## config.mk

```make
export PLATFORM = sky130hd
export DESIGN_NAME = alu_op_sequencer
export DESIGN_NICKNAME = d
export VERILOG_FILES = /design/src/rtl/alu_pkg.sv /design/src/rtl/alu_op_sequencer.sv
export SDC_FILE = /design/constraint.sdc
export NUM_CORES = 1
export LEC_CHECK = 0
export CAP_MARGIN = 5
export CORE_MARGIN = 2
export CORE_UTILIZATION = 46
export CTS_CLUSTER_DIAMETER = 150
export DETAILED_ROUTE_END_ITERATION = 16
export PLACE_DENSITY = 0.89
export SYNTH_ARGS = -nofsm -noshare
export SYNTH_HDL_FRONTEND = slang
export SYNTH_SLANG_ARGS = --single-unit
```

## constraint.sdc

```tcl
create_clock -name clk -period 4.1 [get_ports clk]
set_input_delay 1.025 -clock clk [delete_from_list [all_inputs] [get_ports clk]]
set_output_delay 1.025 -clock clk [all_outputs]
set_load 0.02 [all_outputs]
```

## src/rtl/alu_pkg.sv

```systemverilog
// Shared definitions for the 4-bit ALU and its command sequencer.
package alu_pkg;

   // ALU mode codes (value driven on the ALU m input)
   localparam logic [3:0] OP_ADD = 4'h0;
   localparam logic [3:0] OP_SUB = 4'h1;
   localparam logic [3:0] OP_CMP = 4'h2;
   localparam logic [3:0] OP_AND = 4'h3;
   localparam logic [3:0] OP_OR  = 4'h4;
   localparam logic [3:0] OP_NOT = 4'h5;
   localparam logic [3:0] OP_INC = 4'h6;
   localparam logic [3:0] OP_DEC = 4'h7;
   // 4'h8..4'hF are shift/rotate modes; the low three bits select the variant
   localparam logic [3:0] OP_SHIFT_BASE = 4'h8;

   // Sequencer FSM encoding
   typedef enum logic [1:0] {
      ST_IDLE   = 2'd0,
      ST_ISSUE  = 2'd1,
      ST_RESULT = 2'd2
   } seq_state_e;

   // Only add/sub drive a meaningful overflow; every other mode may float it
   function automatic logic ovf_mode(input logic [3:0] m);
      return (m == OP_ADD) || (m == OP_SUB);
   endfunction

endpackage

```

## src/rtl/alu_op_sequencer.sv

```systemverilog
// Command-side initiator for the external 4-bit ALU: takes a command,
// runs it cmd_rep+1 times on the accumulator, returns the final value.
module alu_op_sequencer
   import alu_pkg::*;
#(
   parameter int DW    = 4,
   parameter int REP_W = 3
) (
   input  logic             clk,
   input  logic             rst_n,
   input  logic             cmd_valid,
   output logic             cmd_ready,
   input  logic             cmd_load,
   input  logic [3:0]       cmd_op,
   input  logic [DW-1:0]    cmd_data,
   input  logic [REP_W-1:0] cmd_rep,
   output logic [DW-1:0]    alu_a,
   output logic [DW-1:0]    alu_b,
   output logic             alu_cin,
   output logic [3:0]       alu_m,
   input  logic [DW-1:0]    alu_r,
   input  logic             alu_ovf,
   output logic             res_valid,
   input  logic             res_ready,
   output logic [DW-1:0]    res_data,
   output logic             res_ovf,
   output logic [DW-1:0]    acc
);

   seq_state_e       state_q, state_d;
   logic [DW-1:0]    acc_q, acc_d;
   logic [DW-1:0]    b_q, b_d;
   logic [3:0]       m_q, m_d;
   logic [REP_W-1:0] rep_q, rep_d;
   logic             ovf_acc_q, ovf_acc_d;
   logic [DW-1:0]    res_data_q, res_data_d;
   logic             res_ovf_q, res_ovf_d;
   logic             ovf_smp;

   // Overflow is gated by mode so a floating flag from logic/shift ops never leaks in
   assign ovf_smp = ovf_mode(m_q) & alu_ovf;

   // Next-state and datapath updates; every register holds by default
   always_comb begin
      state_d    = state_q;
      acc_d      = acc_q;
      b_d        = b_q;
      m_d        = m_q;
      rep_d      = rep_q;
      ovf_acc_d  = ovf_acc_q;
      res_data_d = res_data_q;
      res_ovf_d  = res_ovf_q;
      case (state_q)
         ST_IDLE: begin
            if (cmd_valid) begin
               b_d       = cmd_data;
               m_d       = cmd_op;
               rep_d     = cmd_rep;
               ovf_acc_d = 1'b0;
               if (cmd_load) begin
                  acc_d      = cmd_data;
                  res_data_d = cmd_data;
                  res_ovf_d  = 1'b0;
                  state_d    = ST_RESULT;
               end else begin
                  state_d = ST_ISSUE;
               end
            end
         end
         ST_ISSUE: begin
            acc_d     = alu_r;
            ovf_acc_d = ovf_acc_q | ovf_smp;
            if (rep_q == '0) begin
               res_data_d = alu_r;
               res_ovf_d  = ovf_acc_q | ovf_smp;
               state_d    = ST_RESULT;
            end else begin
               rep_d = rep_q - REP_W'(1);
            end
         end
         ST_RESULT: begin
            if (res_ready) state_d = ST_IDLE;
         end
         default: state_d = ST_IDLE;
      endcase
   end

   // State and datapath registers; reset aborts any command in flight
   always_ff @(posedge clk or negedge rst_n) begin
      if (!rst_n) begin
         state_q    <= ST_IDLE;
         acc_q      <= '0;
         b_q        <= '0;
         m_q        <= '0;
         rep_q      <= '0;
         ovf_acc_q  <= 1'b0;
         res_data_q <= '0;
         res_ovf_q  <= 1'b0;
      end else begin
         state_q    <= state_d;
         acc_q      <= acc_d;
         b_q        <= b_d;
         m_q        <= m_d;
         rep_q      <= rep_d;
         ovf_acc_q  <= ovf_acc_d;
         res_data_q <= res_data_d;
         res_ovf_q  <= res_ovf_d;
      end
   end

   // ALU operand a tracks the accumulator, so it is registered and holds outside ISSUE
   assign alu_a     = acc_q;
   assign alu_b     = b_q;
   assign alu_m     = m_q;
   assign alu_cin   = 1'b0;
   assign acc       = acc_q;
   assign res_data  = res_data_q;
   assign res_ovf   = res_ovf_q;
   assign cmd_ready = (state_q == ST_IDLE);
   assign res_valid = (state_q == ST_RESULT);

endmodule

```

==> flow_summary.json, run 1 <==
{
  "status": "completed",
  "drive_above_1_share": 0.2160,
  "nets": 149,
  "std_cell_rows": 18,
  "ir_worst_vdd_v": 0.0005994,
  "htreeDepth": 1,
  "yosysWarnings": 0,
  "end_kind": "output pin",
  "dieArea_um2": 2901,
  "wl_per_cell_um": 15.28,
  "vias": 773,
  "vias_per_cell": 4.987,
  "synthAdderAreaFrac": 0.02188,
  "setup_viol": 0,
  "die_h_um": 53.86,
  "start_util": 0.4746,
  "maxSlewHeadroom": 0.3139,
  "postCtsSetupRepairBufs": 0,
  "syn_nets": 109,
  "start_kind": "flop",
  "ctsHoldBuffers": 0,
  "areaGrowthSynthToFinish_pct": 37.53,
  "ys_seq_elements": 23,
  "grt_pass1_vias": 807,
  "wl_um": 2369,
  "gr-usage-met3": 0.05833,
  "crit_type": "flop to output pin",
  "n_antenna_cell": 0,
  "place.gp.congestion": 0.7235,
  "ant_nets": 0,
  "seq_area_um2": 575.6,
  "p_per_area_nw_per_um2": 829.5,
  "min_to": "res_data[0]",
  "dp_hpwl_um": 1785,
  "clk_latency_ns": 0.30,
  "overflow": 0,
  "multi_input_area_um2": 473.0,
  "crit_arrival_ns": 1.79,
  "synthCells": 86,
  "n_fill_cell": 186,
  "die_x_um": 53.86,
  "r2r_start": "state_q[1]",
  "synth_cell_type_count": 25,
  "min_period_ns": 2.816,
  "netlist_area_um2": 1144,
  "finalSetupTns_ns": 0,
  "p_leak_nw": 0.6759,
  "pin_count": 45,
  "post_cts_resized": 0,
  "yosys.area_share.simple": 0.08425,
  "cts_tree": "built",
  "avgSynthCellArea_um2": 13.30,
  "finalCritPeriodShare": 0.6868,
  "synth_top_family_by_area": "multiplexers",
  "grt_pass1_wl_um": 3746,
  "min_delay_path_depth": 1,
  "numCtsBuffers": 3,
  "cts_root_buf": "clkbuf_4",
  "max_freq_mhz": 355.1,
  "drv_cap": 0,
  "cts_max_path_buffers": 2,
  "hold_viol": 0,
  "antenna_found_initial": 0,
  "synth-seq-area-share": 0.5033,
  "regToRegSetupSlack_ns": 2.16,
  "grt_max_degree": 24,
  "firstDrtPassIters": 3,
  "grtUsageMet2": 0.2947,
  "cp_max_fo": 8,
  "cts_num_sinks": 23,
  "rsz0062_at_grt": "false",
  "top_usage_layer": "met2",
  "synth-xor-area-share": 0,
  "core_area_um2": 2410,
  "finalMaxSlewViolations": 0,
  "cp.required_ns": 3.07,
  "r2r_cells": 3,
  "first_iter_violations": 3,
  "clkTransAtPathRegs_ns": 0.12,
  "timing.hold.ws_ns": 0.5272,
  "hold_class": "flop to flop",
  "worstHoldStart": "res_data[0]",
  "synthMuxAreaShare": 0.2232,
  "rr_endpoint": "rep_q[1]",
  "use_met1": 0.2309,
  "tightestPinTransition_ns": 1.026,
  "drc": 0,
  "clock-skew-final_ns": 0.004043,
  "io_buffers": 43,
  "synth_compound_area_frac": 0.08096,
  "grt_usage": 0.1833
}
## cell families (layout without fill, tap and decap cells)
| kind of cell | after synthesis | after routing |
|---|---|---|
| DFF | 23 | 23 |
| muxes | 20 | 20 |
| buffers and inverters | 16 | 55 |
| and+or+nand+nor | 13 | 13 |
| AOI/OAI and AO/OA | 11 | 11 |
| adders and majority gates | 2 | 2 |
| other | 1 | 1 |
## metrics by stage
stage               worst slack, ns  power [mW]  cell area (um^2)  std cells    util
finish                        1.284       1.305              1573        155  0.6526
floorplan                     2.170      0.9237              1144         86       -
CTS                           1.270       1.318              1573        155  0.6526
global placement              1.316       1.175              1546        151  0.6417
global route                  1.197       1.387              1573        155  0.6526
detailed placement            1.191       1.210              1546        151  0.6417
## power by group
part | total, mW | leakage [nW] | internal (mW) | switching [mW]
Combinational | 0.768 | 0.386 | 0.416 | 0.352
Clock | 0.102 | 0.0150 | 0.0379 | 0.0643
Sequential | 0.434 | 0.275 | 0.342 | 0.0919
## per-layer routing
layer,vias up,share of wire
li1,366,-
met1,382,0.44
met2,23,0.49
met3,2,0.066
met4,0,0.0042
met5,-,0
## critical path, stage by stage (launching register included)
cell and delay (ns):
dfrtp_1 0.58, inv_1 0.13, nor2_1 0.16, clkdlybuf4s50_1 0.62
## Yosys cell counts (all sizes together)
master,count,area [um^2]
dfrtp,23,575.6
mux2,20,255.3
buf,8,65.06
inv,8,30.03
nor2,4,15.01
nor2b,4,32.53
a21oi,2,10.01
ha,2,25.02
nor3b,2,25.02
o21ai,2,10.01
or2b,2,15.01
a21o,1,8.760
a221o,1,10.01
a221oi,1,8.760
a2bb2oi,1,8.760
a32o,1,21.27
conb,1,3.750
nor4b,1,8.760
o22ai,1,6.260
o2bb2ai,1,8.760
## registers in the layout, summed over array words and instances, names as in the netlist
name,flops
acc,4
alu_b,4
alu_m,4
res_data,4
rep_q,3
state_q,2
ovf_acc_q,1
res_ovf,1
## final cells by class
type | count | area share
Timing Repair Buffer | 43 | 0.2737
Tap cell | 30 | 0.02387
Sequential cell | 23 | 0.3660
Inverter | 8 | 0.01909
Clock buffer | 4 | 0.01671
Multi-Input combinational cell | 47 | 0.3007
## how the worst max path moves through the flow
stage / slack (ns) / from / endpoint
finish: 1.28 / state_q[1] / res_valid
floorplan: 2.17 / cmd_valid / res_data[0]
global placement: 1.32 / cmd_valid / rep_q[1]
global route: 1.20 / state_q[1] / res_valid
detailed placement: 1.19 / cmd_valid / rep_q[1]
CTS: 1.27 / state_q[1] / res_valid
## cells in the final DEF (no fill, tap or decap)
cell,netlist,layout
a21o_2,1,1
a21oi_1,2,2
a221o_1,1,1
a221oi_1,1,1
a2bb2oi_1,1,1
a32o_4,1,1
clkbuf_1,0,1
clkbuf_4,0,3
clkdlybuf4s50_1,0,43
conb_1,1,1
dfrtp_1,23,23
ha_1,2,2
inv_1,8,8
mux2_1,1,1
mux2_2,11,11
mux2_4,8,8
nor2_1,4,4
nor2b_1,3,3
nor2b_4,1,1
nor3b_2,2,2
nor4b_1,1,1
o21ai_0,2,2
o22ai_1,1,1
o2bb2ai_1,1,1
or2b_1,2,2
Power figures use the tool's default switching activity.
==> run 2: changes to the inputs <==
--- a/config.mk
+++ b/config.mk
@@ -7,10 +7,10 @@
 export LEC_CHECK = 0
 export CAP_MARGIN = 5
 export CORE_MARGIN = 2
-export CORE_UTILIZATION = 46
+export CORE_UTILIZATION = 38
 export CTS_CLUSTER_DIAMETER = 150
 export DETAILED_ROUTE_END_ITERATION = 16
-export PLACE_DENSITY = 0.89
+export PLACE_DENSITY = 0.79
 export SYNTH_ARGS = -nofsm -noshare
 export SYNTH_HDL_FRONTEND = slang
 export SYNTH_SLANG_ARGS = --single-unit
==> constraint.sdc (replaced) <==
create_clock -name clk -period 2.5 [get_ports clk]
set_input_delay 0.625 -clock clk [delete_from_list [all_inputs] [get_ports clk]]
set_output_delay 0.625 -clock clk [all_outputs]
set_load 0.02 [all_outputs]
==> flow_summary.json, run 2 (same netlist as run 1, synthesis figures left out) <==
{
  "internal-power_mw": 1.312,
  "finalMaxSlewViolations": 0,
  "mostFrequentLayoutCell": "clkdlybuf4s50_1",
  "hold_viol": 0,
  "clock-skew-final_ns": 0.005363,
  "dieArea_um2": 3465,
  "nets": 151,
  "drive_above_1_share": 0.2283,
  "crit_type": "flop to output pin",
  "end_kind": "output pin",
  "postCtsSetupRepairBufs": 0,
  "grt_usage": 0.1575,
  "cts_max_path_buffers": 2,
  "ctsHoldBuffers": 0,
  "combPwrFrac": 0.587,
  "numCtsBuffers": 3,
  "vias_per_cell": 4.937,
  "cts_num_sinks": 23,
  "n_antenna_cell": 0,
  "drc": 1,
  "finalCritPeriodShare": 0.9572,
  "hold_class": "flop to flop",
  "max_freq_mhz": 417.9,
  "finalSetupTns_ns": 0,
  "grt_max_degree": 24,
  "swShare": 0.3861,
  "cts_root_buf": "clkbuf_4",
  "wl_um": 2334,
  "start_kind": "flop",
  "first_iter_violations": 9,
  "overflow": 0,
  "p_sw_uw": 824.9,
  "std_cell_rows": 19,
  "clkTransAtPathRegs_ns": 0.13,
  "violations": "design-rule violations",
  "place.gp.congestion": 0.8233,
  "io_buffers": 43,
  "status": "complete, but fails checks",
  "areaGrowthSynthToFinish_pct": 38.95,
  "antenna_found_initial": 0,
  "grt_pass1_wl_um": 4015,
  "cp.required_ns": 1.88,
  "die_x_um": 58.86,
  "final_cell_mix": "clkdlybuf4s50_1, dfrtp_1, mux2_2",
  "pwr-share-clk": 0.082,
  "cts_tree": "built",
  "core_area_um2": 2805,
  "dp_hpwl_um": 1808,
  "grt_pass1_vias": 901,
  "htreeDepth": 1,
  "wl_per_cell_um": 14.77,
  "min_period_ns": 2.393,
  "finalPower_mw": 2.137,
  "post_cts_resized": 0,
  "clk_latency_ns": 0.31,
  "vias": 780,
  "die_h_um": 58.86,
  "setup_viol": 0,
  "p_per_area_nw_per_um2": 1345,
  "pin_count": 45,
  "start_util": 0.4077,
  "cp_max_fo": 8,
  "firstDrtPassIters": 10,
  "pwr-share-seq": 0.331,
  "ant_nets": 0,
  "ir_worst_vdd_v": 0.0007080,
  "rsz0062_at_grt": "false",
  "drv_cap": 0,
  "crit_arrival_ns": 1.77,
  "p_leak_nw": 0.6859
}
==> run 2: cell types whose count changed in the layout (fill, tap and decap cells not counted), sizes merged <==
cell,before,now
buf,0,2
==> run 2: power by group through the flow <==
stage | logic, mW | registers, mW | clock network (mW)
2_1_floorplan | 0.665 | 0.849 | 0
3_3_place_gp | 1.24 | 0.708 | 0
3_5_place_dp | 1.27 | 0.712 | 0
4_1_cts | 1.27 | 0.709 | 0.182
5_1_grt | 1.35 | 0.736 | 0.195
6_report | 1.26 | 0.706 | 0.175
==> run 2: stage by stage <==
step           setup slack, ns  instances  hold slack, ns  instance area (um^2)    util
2_1_floorplan           0.9695         86          0.3294                  1144       -
3_3_place_gp            0.4475        154          0.4896                  1563  0.5571
3_5_place_dp            0.3738        154          0.4994                  1563  0.5571
4_1_cts                0.09451        158          0.5294                  1589  0.5665
5_1_grt                0.01115        158          0.5524                  1589  0.5665
6_report                0.1069        158          0.5219                  1589  0.5665
==> run 2: final cells by class <==
class                      count  area, um^2
clock buffer                   4       26.28
fill                         244        1216
inverter                       8       30.03
multi-input combinational     47       473.0
sequential                    23       575.6
tap                           31       38.79
timing repair buffer          45       445.4
==> run 2: path summary, 6_finish.rpt <==
path	startpoint	end	slack [ns]	cells past startpoint
min	alu_b[2]	alu_b[2]	0.52	1
max reg2reg	rep_q[0]	rep_q[1]	0.79	6
min in group asynchronous	rst_n	ovf_acc_q	0.65	2
min reg2reg	alu_b[2]	alu_b[2]	0.52	1
max in group asynchronous	rst_n	rep_q[2]	1.63	2
max	state_q[1]	res_valid	0.11	3
==> run 2: worst max-delay path, cell delays in order (launching register included) <==
cell,delay [ns]
dfrtp_1,0.55
inv_1,0.12
nor2_1,0.16
clkdlybuf4s50_1,0.62
==> run 2: routing by layer <==
metal	GRT usage	routed length [um]
met1	0.1946	972
met2	0.2603	1173
met3	0.06593	175
met4	0.02922	14
met5	0	0
==> run 3: changes to the inputs <==
--- a/config.mk
+++ b/config.mk
@@ -5,12 +5,11 @@
 export SDC_FILE = /design/constraint.sdc
 export NUM_CORES = 1
 export LEC_CHECK = 0
-export CAP_MARGIN = 5
 export CORE_MARGIN = 2
-export CORE_UTILIZATION = 38
+export CORE_UTILIZATION = 42
 export CTS_CLUSTER_DIAMETER = 150
 export DETAILED_ROUTE_END_ITERATION = 16
-export PLACE_DENSITY = 0.79
+export PLACE_DENSITY = 0.83
 export SYNTH_ARGS = -nofsm -noshare
 export SYNTH_HDL_FRONTEND = slang
 export SYNTH_SLANG_ARGS = --single-unit
==> constraint.sdc (replaced) <==
create_clock -name clk -period 2.3 [get_ports clk]
set_input_delay 0.575 -clock clk [delete_from_list [all_inputs] [get_ports clk]]
set_output_delay 0.575 -clock clk [all_outputs]
set_load 0.02 [all_outputs]
==> flow_summary.json, run 3 (same netlist as run 1, synthesis figures left out) <==
{
  "status": "completed",
  "firstDrtPassIters": 2,
  "first_iter_violations": 14,
  "finalSetupTns_ns": 0,
  "die_h_um": 56.18,
  "seq_area_um2": 576.8,
  "numCtsBuffers": 3,
  "hold_viol": 0,
  "timing.final.ws_setup_ns": 0.1133,
  "place_ws_ns": 0.2426,
  "hold_class": "flop to flop",
  "final_cell_mix": "clkdlybuf4s50_1, dfrtp_1, mux2_2",
  "grt_pass1_vias": 835,
  "mostFrequentLayoutCell": "clkdlybuf4s50_1",
  "nets": 155,
  "vias": 796,
  "rsz0062_at_grt": "false",
  "n_fill_cell": 194,
  "p_sw_uw": 908.2,
  "ant_nets": 0,
  "dr_wl_met2_um": 1233,
  "crit_arrival_ns": 1.61,
  "dp_hpwl_um": 1843,
  "combPwrFrac": 0.602,
  "grt_max_degree": 24,
  "wl_met3_um": 151,
  "finalCritPeriodShare": 0.9507,
  "start_kind": "flop",
  "cts_root_buf": "clkbuf_4",
  "pwr-share-seq": 0.318,
  "multi_input_area_um2": 473.0,
  "crit_type": "flop to output pin",
  "swShare": 0.3819,
  "wl_per_cell_um": 14.72,
  "start_util": 0.4534,
  "grt_pass1_wl_um": 3850,
  "drc": 0,
  "areaGrowthSynthToFinish_pct": 41.90,
  "cp_slowest_stage_delay_ns": 0.61,
  "place.gp.congestion": 0.7871,
  "slowest_stage": "clkdlybuf4s50_1",
  "place_area_um2": 1562,
  "grt_usage": 0.1565,
  "htreeDepth": 1,
  "drv_cap": 0,
  "ir_worst_vdd_v": 0.001071,
  "min_delay_path_depth": 1,
  "cp_max_fo": 5,
  "p_leak_nw": 0.7041,
  "final_util": 0.6434,
  "vias_per_cell": 4.944,
  "die_x_um": 56.18,
  "std_cell_rows": 18,
  "path_cells": "buf_4 > nor2_1 > clkdlybuf4s50_1",
  "timing.hold.ws_ns": 0.5291,
  "end_kind": "output pin",
  "stdcell_count": 161,
  "final_area_um2": 1623,
  "post-place-cells": 153,
  "setup_viol": 0,
  "clk_latency_ns": 0.31,
  "clkTransAtPathRegs_ns": 0.13,
  "cts_max_path_buffers": 2,
  "cts_num_sinks": 23,
  "pin_count": 45,
  "min_period_ns": 2.187,
  "pwr-share-clk": 0.081,
  "cp.required_ns": 1.73,
  "ctsHoldBuffers": 0,
  "io_buffers": 43,
  "finalPower_mw": 2.378,
  "antenna_found_initial": 0,
  "overflow": 0,
  "drive_above_1_share": 0.2672,
  "r2r_cells": 5,
  "n_antenna_cell": 0,
  "core_area_um2": 2522,
  "clock-skew-final_ns": 0.002269,
  "routed.top_layer": "met4",
  "m1WireLength_um": 975,
  "p_per_area_nw_per_um2": 1466,
  "cts_tree": "built",
  "dieArea_um2": 3156,
  "internal-power_mw": 1.470,
  "max_freq_mhz": 457.3,
  "finalMaxSlewViolations": 0,
  "wl_um": 2370
}
==> run 3: routing by layer <==
layer / GRT usage / vias up
li1: - / 382
met4: 0.03061 / 0
met5: 0 / -
met2: 0.2723 / 27
met3: 0.05349 / 2
met1: 0.1879 / 385
==> run 3: final cells by class <==
class / count / area share
Multi-Input combinational cell: 47 / 0.2914
Timing Repair Buffer: 49 / 0.2930
Sequential cell: 23 / 0.3554
Clock inverter: 1 / 0.004626
Clock buffer: 3 / 0.01388
Inverter: 8 / 0.01850
Tap cell: 30 / 0.02313
==> run 3: what timing repair did <==
item / 4_1_cts / 5_1_grt
setup endpoints to repair: 1 / 1
pin swaps: 0 / 0
setup buffers: 0 / 4
gates resized for setup: 1 / 0
==> run 3: worst paths after layout <==
path	end	slack, ns	startpoint
max	cmd_ready	0.11	state_q[1]
max in group asynchronous	state_q[1]	1.47	rst_n
min	res_data[3]	0.53	res_data[3]
min in group asynchronous	res_data[1]	0.59	rst_n
min reg2reg	res_data[3]	0.53	res_data[3]
max reg2reg	res_data[3]	0.65	rep_q[0]
==> run 3: power groups by stage <==
stage / combinational, mW / clock [mW] / sequential (mW)
floorplan: 0.723 / 0 / 0.923
global placement: 1.34 / 0 / 0.770
detailed placement: 1.38 / 0 / 0.775
CTS: 1.38 / 0.198 / 0.773
global route: 1.52 / 0.217 / 0.791
finish: 1.43 / 0.191 / 0.756
==> run 3: worst max-delay path: cells and delay by family (launching register included) <==
kind / cells / cell delay (ns)
buf+inv: 2 / 0.76
flops: 1 / 0.46
simple gates: 1 / 0.09
